==> src/rtl/uart_rx.sv <==
// uart_rx: 8N1 UART receiver, 2-flop synchroniser, oversampled mid-bit sampling.
// Ports: clock, nreset (async low), sdata_rx_in -> data_rx_out, valid_rx_out,
//   frame_err_out, busy_rx_out (+ parity_err_out with UART_RX_PARITY_EN, even parity).
module uart_rx #(
  parameter int BYTESIZES    = 8,
  parameter int OVERSAMPLING = 16,
  parameter int BAUDRATE     = 115200,
  parameter int CLOCK_INPUT  = 50_000_000
) (
  input  logic                 clock,
  input  logic                 nreset,
  input  logic                 sdata_rx_in,
  output logic [BYTESIZES-1:0] data_rx_out,
  output logic                 valid_rx_out,
  output logic                 frame_err_out,
`ifdef UART_RX_PARITY_EN
  output logic                 parity_err_out,
`endif
  output logic                 busy_rx_out
);

  localparam int DIV_RAW = CLOCK_INPUT / (BAUDRATE * OVERSAMPLING);
  localparam int DIV     = (DIV_RAW < 1) ? 1 : DIV_RAW;
  localparam int TW      = $clog2(DIV) + 1;
  localparam int SW      = $clog2(OVERSAMPLING) + 1;
  localparam int BW      = $clog2(BYTESIZES) + 1;

  localparam logic [TW-1:0] TICK_MAX  = TW'(DIV - 1);
  localparam logic [SW-1:0] SAMP_HALF = SW'(OVERSAMPLING / 2 - 1);
  localparam logic [SW-1:0] SAMP_FULL = SW'(OVERSAMPLING - 1);
  localparam logic [BW-1:0] BIT_LAST  = BW'(BYTESIZES - 1);

  typedef enum logic [2:0] {
    S_IDLE,
    S_START,
    S_DATA,
`ifdef UART_RX_PARITY_EN
    S_PARITY,
`endif
    S_STOP,
    S_WAIT
  } state_t;

  state_t r_state, w_state_nxt;

  logic                 r_sync1, r_sync2, r_rx_d;
  logic [TW-1:0]        r_tick;
  logic [SW-1:0]        r_samp, w_samp_nxt;
  logic [BW-1:0]        r_bit, w_bit_nxt;
  logic [BYTESIZES-1:0] r_shift;
  logic                 w_rx_s, w_fall, w_tick;
  logic                 w_tick_clr, w_shift_en;
  logic                 w_done_ok, w_done_err;
`ifdef UART_RX_PARITY_EN
  logic                 r_par, w_par_en;
`endif

  assign w_rx_s      = r_sync2;
  assign w_fall      = r_rx_d & ~r_sync2;
  assign w_tick      = (r_tick == TICK_MAX);
  assign busy_rx_out = (r_state != S_IDLE);

  always_ff @(posedge clock or negedge nreset) begin
    if (!nreset) begin
      r_sync1 <= 1'b1;
      r_sync2 <= 1'b1;
      r_rx_d  <= 1'b1;
    end else begin
      r_sync1 <= sdata_rx_in;
      r_sync2 <= r_sync1;
      r_rx_d  <= r_sync2;
    end
  end

  // Tick phase restarts at the start edge so the centre count is aligned.
  always_ff @(posedge clock or negedge nreset) begin
    if (!nreset)         r_tick <= '0;
    else if (w_tick_clr) r_tick <= '0;
    else if (w_tick)     r_tick <= '0;
    else                 r_tick <= r_tick + TW'(1);
  end

  always_comb begin
    w_state_nxt = r_state;
    w_tick_clr  = 1'b0;
    w_samp_nxt  = r_samp;
    w_bit_nxt   = r_bit;
    w_shift_en  = 1'b0;
    w_done_ok   = 1'b0;
    w_done_err  = 1'b0;
`ifdef UART_RX_PARITY_EN
    w_par_en    = 1'b0;
`endif
    unique case (r_state)
      S_IDLE: begin
        if (w_fall) begin
          w_state_nxt = S_START;
          w_tick_clr  = 1'b1;
          w_samp_nxt  = '0;
        end
      end
      S_START: begin
        if (w_tick) begin
          if (r_samp == SAMP_HALF) begin
            w_samp_nxt = '0;
            if (!w_rx_s) begin
              w_state_nxt = S_DATA;
              w_bit_nxt   = '0;
            end else begin
              w_state_nxt = S_IDLE;
            end
          end else begin
            w_samp_nxt = r_samp + SW'(1);
          end
        end
      end
      S_DATA: begin
        if (w_tick) begin
          if (r_samp == SAMP_FULL) begin
            w_samp_nxt = '0;
            w_shift_en = 1'b1;
            if (r_bit == BIT_LAST) begin
`ifdef UART_RX_PARITY_EN
              w_state_nxt = S_PARITY;
`else
              w_state_nxt = S_STOP;
`endif
            end else begin
              w_bit_nxt = r_bit + BW'(1);
            end
          end else begin
            w_samp_nxt = r_samp + SW'(1);
          end
        end
      end
`ifdef UART_RX_PARITY_EN
      S_PARITY: begin
        if (w_tick) begin
          if (r_samp == SAMP_FULL) begin
            w_samp_nxt  = '0;
            w_par_en    = 1'b1;
            w_state_nxt = S_STOP;
          end else begin
            w_samp_nxt = r_samp + SW'(1);
          end
        end
      end
`endif
      S_STOP: begin
        if (w_tick) begin
          if (r_samp == SAMP_FULL) begin
            w_samp_nxt = '0;
            if (w_rx_s) begin
              w_done_ok   = 1'b1;
              w_state_nxt = S_IDLE;
            end else begin
              w_done_err  = 1'b1;
              w_state_nxt = S_WAIT;
            end
          end else begin
            w_samp_nxt = r_samp + SW'(1);
          end
        end
      end
      S_WAIT: begin
        if (w_rx_s) w_state_nxt = S_IDLE;
      end
      default: w_state_nxt = S_IDLE;
    endcase
  end

  always_ff @(posedge clock or negedge nreset) begin
    if (!nreset) begin
      r_state <= S_IDLE;
      r_samp  <= '0;
      r_bit   <= '0;
      r_shift <= '0;
    end else begin
      r_state <= w_state_nxt;
      r_samp  <= w_samp_nxt;
      r_bit   <= w_bit_nxt;
      if (w_shift_en)
        r_shift <= {w_rx_s, r_shift[BYTESIZES-1:1]};
    end
  end

`ifdef UART_RX_PARITY_EN
  always_ff @(posedge clock or negedge nreset) begin
    if (!nreset)       r_par <= 1'b0;
    else if (w_par_en) r_par <= w_rx_s;
  end

  always_ff @(posedge clock or negedge nreset) begin
    if (!nreset) parity_err_out <= 1'b0;
    else         parity_err_out <= w_done_ok & (^r_shift ^ r_par);
  end
`endif

  always_ff @(posedge clock or negedge nreset) begin
    if (!nreset) begin
      data_rx_out   <= '0;
      valid_rx_out  <= 1'b0;
      frame_err_out <= 1'b0;
    end else begin
      valid_rx_out  <= w_done_ok;
      frame_err_out <= w_done_err;
      if (w_done_ok) data_rx_out <= r_shift;
    end
  end

endmodule

==> config.mk <==
export PLATFORM = sky130hd
export DESIGN_NAME = uart_rx
export DESIGN_NICKNAME = d
export VERILOG_FILES = /design/src/rtl/uart_rx.sv
export SDC_FILE = /design/constraint.sdc
export NUM_CORES = 1
export LEC_CHECK = 0
export BUFFER_PORTS_ARGS = -buffer_cell sky130_fd_sc_hd__buf_2
export CAP_MARGIN = 20
export CORE_ASPECT_RATIO = 1.5
export CORE_MARGIN = 3
export CORE_UTILIZATION = 55
export DETAILED_ROUTE_END_ITERATION = 16
export PLACE_DENSITY = 0.74
export SLEW_MARGIN = 30
export SYNTH_ARGS = -nofsm -noshare
export SYNTH_HDL_FRONTEND = slang
export SYNTH_SLANG_ARGS = --single-unit
==> constraint.sdc <==
create_clock -name clock -period 2.4 [get_ports clock]
set_clock_uncertainty 0.15 [all_clocks]
set_input_delay 0.36 -clock clock [delete_from_list [all_inputs] [get_ports clock]]
set_output_delay 0.36 -clock clock [all_outputs]
set_load 0.01 [all_outputs]
==> results.md <==
- Avg Cell Area, Syn: 12.37 µm²
- Post-CTS Setup Inserts: 0
- Critical Path End Type: flop
- Worst-case reg-to-reg path depth: 6
- R2r endpoint: r_samp[4]
- DRC Markers: 0
- Total global-route track usage: 18.87%
- Req. time, crit path: 2430 ps
- Critical Path AT: 2260 ps
- Syn Inst Count: 146
- Post-synth EDFFs: 0
- Router iterations before antenna repair: 6
- Worst hold path class: in2async
- Post-synthesis sequential area ratio: 54.22%
- Setup ws final: 168.4 ps
- Share of cells above drive strength 1: 33.53%
- Reg area: 979.7 µm²
- Die H: 76.20 µm
- Slew HR: 42.67%
- # fillers: 246
- Post-layout nets: 174
- Starting Density: 59.57%
- Grt ovf: 0
- Synth cell types: 44
- Row cnt: 24
- Post-DRT Antenna Nets: 0
- Initial antenna violation count: 0
- CTS Root Cell: clkbuf_8
- Critical path peak fanout: 5
- Setup Viol. Count Final: 0
- Wire length after detailed routing: 3307 µm
- RSZ-0062 raised after global routing: no
- IO Count: 14
- GPL Wtd Cong: 0.8103
- Top delay family on crit path: simple AND/OR/NAND/NOR gates
- Post-CTS sizing: 0
- Layout area overhead: 11.98%
- Largest net degree at the start of global routing: 40
- CP Class: reg2reg
- Vias/cell: 5.961
- Max frequency: 0.4481 GHz
- Clk Latency, worst-skew pair: 290 ps
- Setup crit start: r_tick[0]
- #FFs+latches synth: 39
- Final hold slack: 20.02 ps
- Mapped cell area: 1807 µm²
- IR Drop Worst-Case VDD: 571.1 µV
- Hpwl dp: 2381 µm
- R2R Setup Slk: 170 ps
- Main flop type after synthesis: dfrtp_1
- Max cap viols: 0
- Worst slack, placed: 178.8 ps
- Critical path launch point type: flop
- Area of the multi-input gates: 785.8 µm²
- Die area: 4023 µm²
- R2R Path Start: r_tick[0]
- Final slew viol count: 0
- Iter 0 DRT Violations: 29
- H-Tree Depth: 2
- Clock buffer depth: 2
- Setup TNS: 0 ps
- PwrDens: 860.3 nW/µm²
- Wire per inst: 16.05 µm
- Status: finished, final reports clean
- Worst path max stage delay: 420 ps
- Port Buffers: 13
- Syn nets: 154
- Final hold violations: 0
- Worst-path clk slew: 80 ps
- CP max stage cell: dfrtp_1
- Pleak: 1.004 nW
- Final worst-path cycle share: 92.98%
- Critical Path, Cell by Cell: inv_1 > ha_1 > or3b_4 > o31ai_2 > and2_1 > mux2_2
- Hold buffer count at cts: 0
- CORE AREA: 3033 µm²
- Yosys warnings: 0
- Die width: 52.80 µm
- Number of CTS-inserted buffers: 5
- Bufs and invs on worst path: 1
- CTS tree: yes
- Worst-margin pin slew: 860.0 ps
- Antenna Diode Count: 0
- First-pass GRT wire length: 5609 µm
- Vias in the first global route: 1,237
- DR vias: 1,228
- Sink Count: 39
- Synth async-reset ratio: 100.0%
- Final worst path period need: 2232 ps
## power by group
part	switching, mW	leakage (nW)	internal (mW)	total, mW
combinational	0.265	0.443	0.205	0.471
clock	0.234	0.0402	0.202	0.436
sequential	0.0922	0.521	0.742	0.834
total	0.591	1.00	1.15	1.74
## state kept, by name (all words and copies together) (netlist names), 3 cells and up
name         flops
r_samp           5
r_tick           6
data_rx_out      8
r_state          3
r_bit            4
r_shift          8
## cell usage in the layout (no fill, tap or decap), types with 4 or more instances in the layout
| master | instances |
|---|---|
| buf_2 | 13 |
| clkbuf_8 | 5 |
| nand3_1 | 5 |
| mux2_2 | 21 |
| ha_1 | 5 |
| inv_1 | 6 |
| nor2_1 | 10 |
| o21ai_0 | 4 |
| nand2_1 | 6 |
| dfrtp_1 | 36 |
## layout make-up
| cell class | instances | share of cell area (%) |
|---|---|---|
| Clock buffer | 5 | 3.401 |
| Clock inverter | 3 | 0.9895 |
| Inverter | 6 | 1.113 |
| Multi-Input combinational cell | 97 | 38.84 |
| Sequential cell | 39 | 48.42 |
| Tap cell | 39 | 2.412 |
| Timing Repair Buffer | 17 | 4.824 |
## worst max-delay path by stage
stage / endpoint / cells past startpoint
3_3_place_gp: r_samp[4] / 6
6_report: r_samp[4] / 6
5_1_grt: r_state[0] / 5
3_5_place_dp: r_samp[4] / 6
2_1_floorplan: r_samp[0] / 7
4_1_cts: r_samp[4] / 6
## synth_stat cells (2+ instances only)
library cell  count  area (µm²)
dfrtp_1          36       900.9
mux2_2           21       236.5
nor2_1           10       37.54
inv_1             6       22.52
nand2_1           6       22.52
ha_1              5       62.56
nand3_1           5       25.02
o21ai_0           4       20.02
a31oi_1           3       18.77
and3_1            3       18.77
buf_2             3       15.01
dfstp_2           3       78.83
a21oi_1           2       10.01
a22o_1            2       17.52
and2_1            2       12.51
nor2b_1           2       12.51
nor3_1            2       10.01
nor3b_1           2       15.01
o211ai_1          2       15.01
o22ai_1           2       12.51
xor2_1            2       17.52
## metal layers
metal  up-vias  global-route usage [%]  share of wire, %
met2        25                   31.47                53
met3         9                   5.284               3.4
met1       616                   20.89                41
met5         -                       0                 0
li1        578                       -                 -
met4         0                   9.974               2.6
## cell families (layout without fill, tap and decap cells)
logic type | count (synthesis) | in the layout | synth area share (%)
buf+inv | 10 | 31 | 2.285
simple gates | 47 | 47 | 17.11
flops | 39 | 39 | 54.22
compound gates | 21 | 21 | 8.380
fa+ha+maj | 5 | 5 | 3.463
xor+xnor | 3 | 3 | 1.455
mux | 21 | 21 | 13.09
## stage by stage
| stage | utilization [%] | total power [mW] | area, µm² | std cells |
|---|---|---|---|---|
| floorplan | - | 1.175 | 1807 | 146 |
| global placement | 63.45 | 1.279 | 1924 | 197 |
| detailed placement | 63.45 | 1.312 | 1924 | 197 |
| CTS | 66.38 | 1.751 | 2013 | 205 |
| global route | 66.71 | 1.848 | 2023 | 206 |
| finish | 66.71 | 1.741 | 2023 | 206 |
Power figures use the tool's default switching activity.
